==> config.mk <==
export PLATFORM = sky130hd
export DESIGN_NAME = taxi_eth_link_recovery
export DESIGN_NICKNAME = d
export VERILOG_FILES = /design/src/rtl/taxi_eth_link_recovery_pkg.sv /design/src/rtl/taxi_eth_link_watchdog.sv /design/src/rtl/taxi_eth_link_recovery.sv
export SDC_FILE = /design/constraint.sdc
export NUM_CORES = 1
export LEC_CHECK = 0
export BUFFER_PORTS_ARGS = -buffer_cell sky130_fd_sc_hd__buf_2
export CAP_MARGIN = 20
export CORE_MARGIN = 2
export CORE_UTILIZATION = 40
export CTS_CLUSTER_DIAMETER = 60
export DETAILED_ROUTE_END_ITERATION = 10
export GPL_TIMING_DRIVEN = 0
export PLACE_DENSITY_LB_ADDON = 0.05
export REMOVE_ABC_BUFFERS = 1
export SYNTH_ARGS = -nofsm -noshare
export SYNTH_HDL_FRONTEND = slang
export SYNTH_HIERARCHICAL = 1
export SYNTH_SLANG_ARGS = --single-unit
==> constraint.sdc <==
create_clock -name clk -period 2.3 [get_ports clk]
set_clock_uncertainty 0.1 [all_clocks]
set_input_delay 0.345 -clock clk [delete_from_list [all_inputs] [get_ports clk]]
set_output_delay 0.345 -clock clk [all_outputs]
set_load 0.01 [all_outputs]
==> src/rtl/taxi_eth_link_recovery_pkg.sv <==
// Shared types for the link-recovery block: sequencer states, watchdog states
// and a counter-width helper.
package taxi_eth_link_recovery_pkg;

    typedef enum logic [2:0] {
        IDLE,
        HOST_SETUP,
        HOST_ACCESS,
        ASSERT_WR,
        PULSE_WAIT,
        RELEASE_WR
    } seq_state_t;

    typedef enum logic {
        WD_ARMED,
        WD_HOLD
    } wd_state_t;

    // Width of a counter that must reach the larger of two terminal values.
    function automatic int ctr_w(input int a, input int b);
        return $clog2(((a > b) ? a : b) + 1);
    endfunction

endpackage

==> src/rtl/taxi_eth_link_watchdog.sv <==
// Single-lane link watchdog: rx_status synchronizer, link-down timer and the
// post-recovery holdoff that keeps a freshly reset lane from retriggering.
module taxi_eth_link_watchdog
    import taxi_eth_link_recovery_pkg::*;
#(
    parameter int LINK_TIMEOUT = 1250000,
    parameter int HOLDOFF      = 12500000
)(
    input  logic clk,
    input  logic rst_n,
    input  logic rx_status,
    input  logic cfg_enable,
    input  logic pend_clr,
    input  logic recov_done,
    output logic link_up,
    output logic pend
);

    localparam int CW = ctr_w(LINK_TIMEOUT, HOLDOFF);

    logic [1:0]    sync_q;
    wd_state_t     state;
    logic [CW-1:0] cnt;

    assign link_up = sync_q[1];

    always_ff @(posedge clk) begin
        if (!rst_n) begin
            sync_q <= '0;
            state  <= WD_ARMED;
            cnt    <= '0;
            pend   <= 1'b0;
        end else begin
            sync_q <= {sync_q[0], rx_status};
            if (pend_clr || !cfg_enable)
                pend <= 1'b0;
            case (state)
                WD_ARMED: begin
                    if (recov_done) begin
                        state <= WD_HOLD;
                        cnt   <= '0;
                        pend  <= 1'b0;
                    end else if (!cfg_enable || link_up) begin
                        cnt <= '0;
                    end else if (cnt == CW'(LINK_TIMEOUT - 2)) begin
                        // pend fires once on reaching the terminal count; the
                        // saturated counter keeps it from re-requesting
                        cnt  <= cnt + 1'b1;
                        pend <= 1'b1;
                    end else if (cnt != CW'(LINK_TIMEOUT - 1)) begin
                        cnt <= cnt + 1'b1;
                    end
                end
                WD_HOLD: begin
                    if (cnt == CW'(HOLDOFF - 1)) begin
                        state <= WD_ARMED;
                        cnt   <= '0;
                    end else begin
                        cnt <= cnt + 1'b1;
                    end
                end
            endcase
        end
    end

endmodule

==> src/rtl/taxi_eth_link_recovery.sv <==
// Per-lane link watchdogs plus a sequencer that shares the GT APB control port
// between the host bridge and the automatic reset-pulse recovery writes.
module taxi_eth_link_recovery
    import taxi_eth_link_recovery_pkg::*;
#(
    parameter int                CNT             = 4,
    parameter int                ADDR_W          = 18,
    parameter int                DATA_W          = 16,
    parameter int                LINK_TIMEOUT    = 1250000,
    parameter int                HOLDOFF         = 12500000,
    parameter logic [ADDR_W-1:0] RST_ADDR_BASE   = '0,
    parameter logic [ADDR_W-1:0] RST_ADDR_STEP   = ADDR_W'(32'h1000),
    parameter logic [DATA_W-1:0] RST_ASSERT_VAL  = DATA_W'(1),
    parameter logic [DATA_W-1:0] RST_RELEASE_VAL = '0,
    parameter int                RST_PULSE       = 64,
    localparam int               STRB_W          = DATA_W / 8,
    localparam int               CH_W            = (CNT > 1) ? $clog2(CNT) : 1
)(
    input  logic              clk,
    input  logic              rst_n,

    input  logic [ADDR_W-1:0] s_apb_paddr,
    input  logic [2:0]        s_apb_pprot,
    input  logic              s_apb_psel,
    input  logic              s_apb_penable,
    input  logic              s_apb_pwrite,
    input  logic [DATA_W-1:0] s_apb_pwdata,
    input  logic [STRB_W-1:0] s_apb_pstrb,
    output logic              s_apb_pready,
    output logic [DATA_W-1:0] s_apb_prdata,
    output logic              s_apb_pslverr,

    output logic [ADDR_W-1:0] m_apb_paddr,
    output logic [2:0]        m_apb_pprot,
    output logic              m_apb_psel,
    output logic              m_apb_penable,
    output logic              m_apb_pwrite,
    output logic [DATA_W-1:0] m_apb_pwdata,
    output logic [STRB_W-1:0] m_apb_pstrb,
    input  logic              m_apb_pready,
    input  logic [DATA_W-1:0] m_apb_prdata,
    input  logic              m_apb_pslverr,

    input  logic [CNT-1:0]    rx_status,
    input  logic [CNT-1:0]    cfg_enable,
    output logic [CNT-1:0]    link_up,
    output logic              recov_active,
    output logic [CH_W-1:0]   recov_ch,
    output logic              recov_done,
    output logic              recov_err
);

    localparam int PW = $clog2(RST_PULSE + 1);

    seq_state_t        state, state_nx;
    logic [CH_W-1:0]   ch_q, ch_nx, last_ch, rr_ch, rr_idx;
    logic              rr_found;
    logic              wr_phase, wr_phase_nx;
    logic              host_prio, host_prio_nx;
    logic [PW-1:0]     pulse_cnt, pulse_cnt_nx;
    logic [CNT-1:0]    pend, pend_clr, done_vec;
    logic              wr_done, done_evt, err_evt;
    logic [ADDR_W-1:0] rst_addr;

    for (genvar g = 0; g < CNT; g++) begin : g_lane
        assign done_vec[g] = done_evt && (ch_q == CH_W'(g));

        taxi_eth_link_watchdog #(
            .LINK_TIMEOUT (LINK_TIMEOUT),
            .HOLDOFF      (HOLDOFF)
        ) u_wd (
            .clk          (clk),
            .rst_n        (rst_n),
            .rx_status    (rx_status[g]),
            .cfg_enable   (cfg_enable[g]),
            .pend_clr     (pend_clr[g]),
            .recov_done   (done_vec[g]),
            .link_up      (link_up[g]),
            .pend         (pend[g])
        );
    end

    // Round-robin: first pending lane strictly after the last one recovered.
    always_comb begin
        rr_ch    = '0;
        rr_idx   = '0;
        rr_found = 1'b0;
        for (int i = 1; i <= CNT; i++) begin
            rr_idx = CH_W'((int'(last_ch) + i) % CNT);
            if (!rr_found && pend[rr_idx]) begin
                rr_found = 1'b1;
                rr_ch    = rr_idx;
            end
        end
    end

    assign rst_addr     = RST_ADDR_BASE + ADDR_W'(ch_q) * RST_ADDR_STEP;
    assign wr_done      = wr_phase && m_apb_pready;
    assign recov_active = (state == ASSERT_WR) || (state == PULSE_WAIT) || (state == RELEASE_WR);
    assign recov_ch     = recov_active ? ch_q : '0;

    always_comb begin
        state_nx      = state;
        ch_nx         = ch_q;
        wr_phase_nx   = 1'b0;
        host_prio_nx  = host_prio;
        pulse_cnt_nx  = pulse_cnt;
        pend_clr      = '0;
        done_evt      = 1'b0;
        err_evt       = 1'b0;
        m_apb_psel    = 1'b0;
        m_apb_penable = 1'b0;
        m_apb_pwrite  = 1'b0;
        m_apb_paddr   = '0;
        m_apb_pwdata  = '0;
        m_apb_pstrb   = '0;
        m_apb_pprot   = '0;
        s_apb_pready  = 1'b0;
        s_apb_prdata  = '0;
        s_apb_pslverr = 1'b0;

        case (state)
            IDLE: begin
                if (s_apb_psel && (host_prio || !rr_found)) begin
                    state_nx = HOST_SETUP;
                end else if (rr_found) begin
                    state_nx         = ASSERT_WR;
                    ch_nx            = rr_ch;
                    pend_clr[rr_ch]  = 1'b1;
                end
            end
            HOST_SETUP, HOST_ACCESS: begin
                m_apb_psel    = 1'b1;
                m_apb_penable = (state == HOST_ACCESS);
                m_apb_pwrite  = s_apb_pwrite;
                m_apb_paddr   = s_apb_paddr;
                m_apb_pwdata  = s_apb_pwdata;
                m_apb_pstrb   = s_apb_pstrb;
                m_apb_pprot   = s_apb_pprot;
                if (state == HOST_SETUP) begin
                    state_nx = HOST_ACCESS;
                end else begin
                    s_apb_pready  = m_apb_pready && s_apb_penable;
                    s_apb_prdata  = m_apb_prdata;
                    s_apb_pslverr = m_apb_pslverr;
                    if (m_apb_pready) begin
                        state_nx     = IDLE;
                        host_prio_nx = 1'b0;
                    end
                end
            end
            ASSERT_WR, RELEASE_WR: begin
                m_apb_psel    = 1'b1;
                m_apb_penable = wr_phase;
                m_apb_pwrite  = 1'b1;
                m_apb_paddr   = rst_addr;
                m_apb_pwdata  = (state == ASSERT_WR) ? RST_ASSERT_VAL : RST_RELEASE_VAL;
                m_apb_pstrb   = '1;
                wr_phase_nx   = 1'b1;
                if (wr_done) begin
                    // an error is reported but never aborts: release must follow
                    wr_phase_nx = 1'b0;
                    err_evt     = m_apb_pslverr;
                    if (state == ASSERT_WR) begin
                        state_nx     = PULSE_WAIT;
                        pulse_cnt_nx = '0;
                    end else begin
                        state_nx     = IDLE;
                        done_evt     = 1'b1;
                        host_prio_nx = 1'b1;
                    end
                end
            end
            PULSE_WAIT: begin
                if (pulse_cnt == PW'(RST_PULSE - 1))
                    state_nx = RELEASE_WR;
                else
                    pulse_cnt_nx = pulse_cnt + 1'b1;
            end
            default: state_nx = IDLE;
        endcase
    end

    always_ff @(posedge clk) begin
        if (!rst_n) begin
            state      <= IDLE;
            ch_q       <= '0;
            last_ch    <= CH_W'(CNT - 1);
            wr_phase   <= 1'b0;
            host_prio  <= 1'b0;
            pulse_cnt  <= '0;
            recov_done <= 1'b0;
            recov_err  <= 1'b0;
        end else begin
            state      <= state_nx;
            ch_q       <= ch_nx;
            wr_phase   <= wr_phase_nx;
            host_prio  <= host_prio_nx;
            pulse_cnt  <= pulse_cnt_nx;
            recov_done <= done_evt;
            recov_err  <= err_evt;
            if (done_evt)
                last_ch <= ch_q;
        end
    end

endmodule
# Yosys cells after proc, flatten, opt, wreduce, memory -nomap -nowiden

Index checks and enable logic that the tools add are counted.

Register bits: 130
Input bits: 70
Output and inout port bits: 69

Multiplexer cells: 113
Add/subtract/negate cells: 9
Order comparisons: 6
Reduce and logical (&&, ||, !) cells: 43
Bitwise gates (word level): 5
Equality and inequality tests: 34

Operators with widths:

| cell                  | count |
|---|---|
| $mux 24               | 20 |
| $pmux 24 s2           | 4 |
| $add 24x1->24 const B | 4 |
| $eq 24x21->1 const B  | 4 |
| $eq 24x24->1 const B  | 4 |
| $ne 24x21->1 const B  | 4 |
| $mux 1                | 51 |
| $pmux 18 s2           | 1 |
| $mux 16               | 2 |
| $pmux 16 s2           | 1 |
| $mux 3                | 8 |
| $mux 7                | 3 |
| $ne 5x1->1 const B    | 4 |
| $lt 2x3->1 const B    | 5 |
| $pmux 1 s2            | 7 |
| $pmux 7 s2            | 1 |
| $mux 4                | 3 |
| $ne 2x2->1 const B    | 6 |
| $pmux 3 s4            | 1 |
| $logic_and 1x1->1     | 11 |
| $logic_or 1x1->1      | 11 |
| $mux 2                | 5 |
| $bmux 1 s2            | 4 |
| $logic_not 1->1       | 8 |
| 24 further kinds      | 38 |

# Longest topological paths before layout

Depth after elaboration: 26
Depth in mapped cells: 10

# Hierarchy

The synthesis kept the hierarchy.

By module, submodules not included:

| module                 | instances | cells an instance | area an instance (µm²) |
|---|---|---|---|
| taxi_eth_link_watchdog | 4         | 171               | 1,483.9 |
| taxi_eth_link_recovery | 1         | 209               | 1,466.4 |

# Least setup slack after synthesis

Ideal clock, no wire load.

Path type: reg2reg
From: register state[1] (netlist name)
To: register g_lane[3].u_wd.cnt[1]
Arrival: 1,871 ps
Period minus slack after synthesis: 2,051 ps
Stages on the path, launching flop included: 9
Required time: 2,121 ps
Setup slack: 249 ps
Cell sequence: dfxtp_1 > clkbuf_1 > nand2b_1 > nor2_1 > and3_1 > nor4bb_1 > and4bb_4 > nand2_1 > a211oi_2

RTL lines:

| what                 | RTL line                     | text |
|---|---|---|
| end signal, assigned | taxi_eth_link_watchdog.sv:48 | `cnt <= cnt + 1'b1;` |
| end signal, assigned | taxi_eth_link_watchdog.sv:51 | `cnt <= cnt + 1'b1;` |
| end signal, assigned | taxi_eth_link_watchdog.sv:59 | `cnt <= cnt + 1'b1;` |
| end, declared        | taxi_eth_link_watchdog.sv:23 | `logic [CW-1:0] cnt;` |

==> impl_metrics.tcl <==
set metrics [dict create \
    outcome "complete, no violations" \
    yosysUniqueCellTypes 59 \
    fin_setup_tns_ps 0 \
    ant_nets 0 \
    h-tree-depth 4 \
    synth.avg_cell_area_um2 8.29 \
    peakVddDrop_mv 0.495 \
    slew_headroom_pct 47.5 \
    path_clk_slew_ps 60 \
    initial_core_util_pct 40.9 \
    portBuffers 138 \
    viasPerCell 5.46 \
    hold_class "in2reg" \
    final_layout_size_suffix_gt1_share_pct 23.6 \
    die_w_um 140 \
    critPathArrivalTime_ps 2370 \
    slew_viol_final 0 \
    final_common_cell "buf_2" \
    use_met2_pct 29.9 \
    insertion_delay_ps 410 \
    grt_pass1_vias 6370 \
    drv_cap 0 \
    layout_common_cells "buf_2, dfxtp_1, and2_1, nor2_1, a21oi_1" \
    grt.met1_usage_pct 27.5 \
    period_share_pct 93.8 \
    synth_top_area_share_pct 35.2 \
    final_hold_viol_count 0 \
    fin_util_pct 50.2 \
    grtUsageMet3_pct 4.07 \
    cp.required_ps 2520 \
    hpwl_um 13300 \
    crit_type "reg2reg" \
    cts-buffers-inserted 17 \
    cp_slowest_stage_delay_ps 460 \
    wirelength_um 18900 \
    drcViolationCount 0 \
    synthTopCellsByArea "dfxtp_1, and2_1, a21oi_1, nor2_1, nand4_1" \
    worst-path-max-fanout 16 \
    crit_family "simple AND/OR/NAND/NOR gates" \
    drt_first_pass_iters 5 \
    ctsRootBufferMaster "clkbuf_16" \
    gp_congestion 0.778 \
    syn2layout_area_growth_pct 22.6 \
    fmax_ghz 0.463 \
    max_slew.worst_pin.slew_ps 787 \
    finalCriticalPeriod_ps 2160 \
    grt-ovfl-total 0 \
    cts_tree "built" \
    grt_start_max_net_pins 43 \
    crit_path_start_kind "flip-flop" \
    synth-main-ff-cell "dfxtp_1" \
    critical_path.cell_chain "nand2b_4 -> nor2_4 -> nand2_1 -> nor2_4 -> nor4bb_1 -> and4bb_4 -> a21oi_2 -> nor4_2" \
    powerDensity_mw_per_mm2 646 \
    grt_pass1_wl_um 31400 \
    yosysTopAreaCell "dfxtp_1" \
    fill_cells 1714 \
    io_pins 139 \
    core_mm2 0.0181 \
    synthCells 893 \
    synth_warnings 6 \
    grt_usage_pct 19.1 \
    crit_path_top_delay_cell "dfxtp_4" \
    drt_iter0_drc 497 \
    cpMostUsedCell "nor2_4" \
    setup_violations 0 \
    hold_buffers 0 \
    ys_seq_area_share_pct 35.2 \
    num_vias 6932 \
    wire_per_inst_um 14.9 \
    antenna_found_initial 0 \
    rsz0062_at_grt "false" \
    clock_tree.buffer_depth 2 \
    cp-end-kind "flip-flop" \
    dieArea_mm2 0.0196 \
    fp-row-count 49 \
    netlist_area_mm2 0.00740 \
    grt_most_used_layer "met2" \
    async_flop_share_pct 0 \
    synth_edf_count 0 \
    ys_seq_elements 130 \
    cts_sinks 130 \
    final_nets 1106 \
    die_height_um 140 \
    antennaDiodeCount 0 \
    p_leak_uw 0.00328 \
    worst-path-buf-inv 0 \
]
[synth_stat cells, drive strengths merged (10+ instances only)]
| master | count |
|---|---|
| dfxtp | 130 |
| nor2 | 85 |
| and2 | 83 |
| a21oi | 70 |
| nand2 | 58 |
| nand4 | 45 |
| nand3 | 37 |
| o21ai | 33 |
| inv | 30 |
| buf | 26 |
| xor2 | 26 |
| and4 | 25 |
| nor3 | 23 |
| o31ai | 18 |
| or3 | 18 |
| or4 | 17 |
| xnor2 | 15 |
| clkbuf | 13 |
| nor4 | 12 |
| or4b | 12 |
| nand2b | 10 |
[cells by family after synthesis]
family / Yosys count / synth area share [%]
AND/OR/NAND/NOR: 471 / 39.0
AO/OA/AOI/OAI: 167 / 14.4
flip-flops: 130 / 35.2
buffers and inverters: 69 / 4.28
XOR/XNOR: 41 / 4.85
adder cells (fa/ha/maj): 9 / 1.52
multiplexers: 6 / 0.811
[area by class of cell]
| type | count | area [um2] | share of cell area, % |
|---|---|---|---|
| clock inverter | 14 | 235 | 2.59 |
| sequential | 130 | 2610 | 28.8 |
| tap | 229 | 287 | 3.16 |
| multi-input combinational | 696 | 4580 | 50.4 |
| timing repair buffer | 152 | 811 | 8.93 |
| clock buffer | 18 | 439 | 4.84 |
| inverter | 30 | 113 | 1.24 |
[layer usage]
layer | vias to the layer above | part of all wire [%]
met5 | - | 0
met4 | 0 | 0.51
met3 | 8 | 4.7
met2 | 163 | 44
met1 | 3204 | 50
li1 | 3557 | -
[flip-flops by register name (all words and copies together) (netlist names)]
| signal | count |
|---|---|
| g_lane.u_wd/cnt | 96 |
| g_lane.u_wd/sync_q | 8 |
| pulse_cnt | 7 |
| g_lane.u_wd/pend | 4 |
| g_lane.u_wd/state | 4 |
| state | 3 |
| ch_q | 2 |
| last_ch | 2 |
| host_prio | 1 |
| recov_done | 1 |
| recov_err | 1 |
| wr_phase | 1 |
[power breakdown]
group / total [uW] / switching (uW) / internal [uW] / leakage (uW)
registers: 2300 / 28.0 / 2270 / 0.00105
logic: 480 / 260 / 220 / 0.00190
clock network: 3090 / 1030 / 2060 / 0.000322
[final timing paths]
kind / from / end / slack (ps) / cells past startpoint
setup / recovery: state[1]$_SDFFE_PN0P_ / g_lane[1].u_wd/cnt[3]$_SDFFE_PN0P_ / 140 / 8
hold / removal: rx_status[2] / g_lane[2].u_wd/sync_q[0]$_SDFF_PN0_ / 40 / 2
setup reg to reg: state[1]$_SDFFE_PN0P_ / g_lane[1].u_wd/cnt[3]$_SDFFE_PN0P_ / 140 / 8
hold reg to reg: g_lane[0].u_wd/sync_q[0]$_SDFF_PN0_ / g_lane[0].u_wd/sync_q[1]$_SDFF_PN0_ / 330 / 1
[repair_timing]
item,4_1_cts,5_1_grt
setup buffers,3,3
cloned,1,1
pin swaps,1,1
gates resized for setup,15,11
endpoints found under the setup margin,153,82
[metrics by stage]
stage / total power (uW) / setup slack, ps / instances / hold slack [ps] / cell area (um2)
2_1_floorplan: 2570 / -67.4 / 854 / 312 / 7200
3_3_place_gp: 2780 / -955 / 1221 / 312 / 8180
3_5_place_dp: 2790 / -652 / 1229 / 319 / 8250
4_1_cts: 5930 / 8.15 / 1265 / 13.0 / 9010
5_1_grt: 6110 / 22.9 / 1269 / 21.7 / 9070
6_report: 5860 / 142 / 1269 / 35.2 / 9070
[worst register-to-register path, delay by kind of cell (launching register included)]
kind | cells | cell delay (ps)
simple gates | 7 | 1430
flops | 1 | 460
compound gates | 1 | 80
No activity file was read; power rests on OpenSTA's default activity.
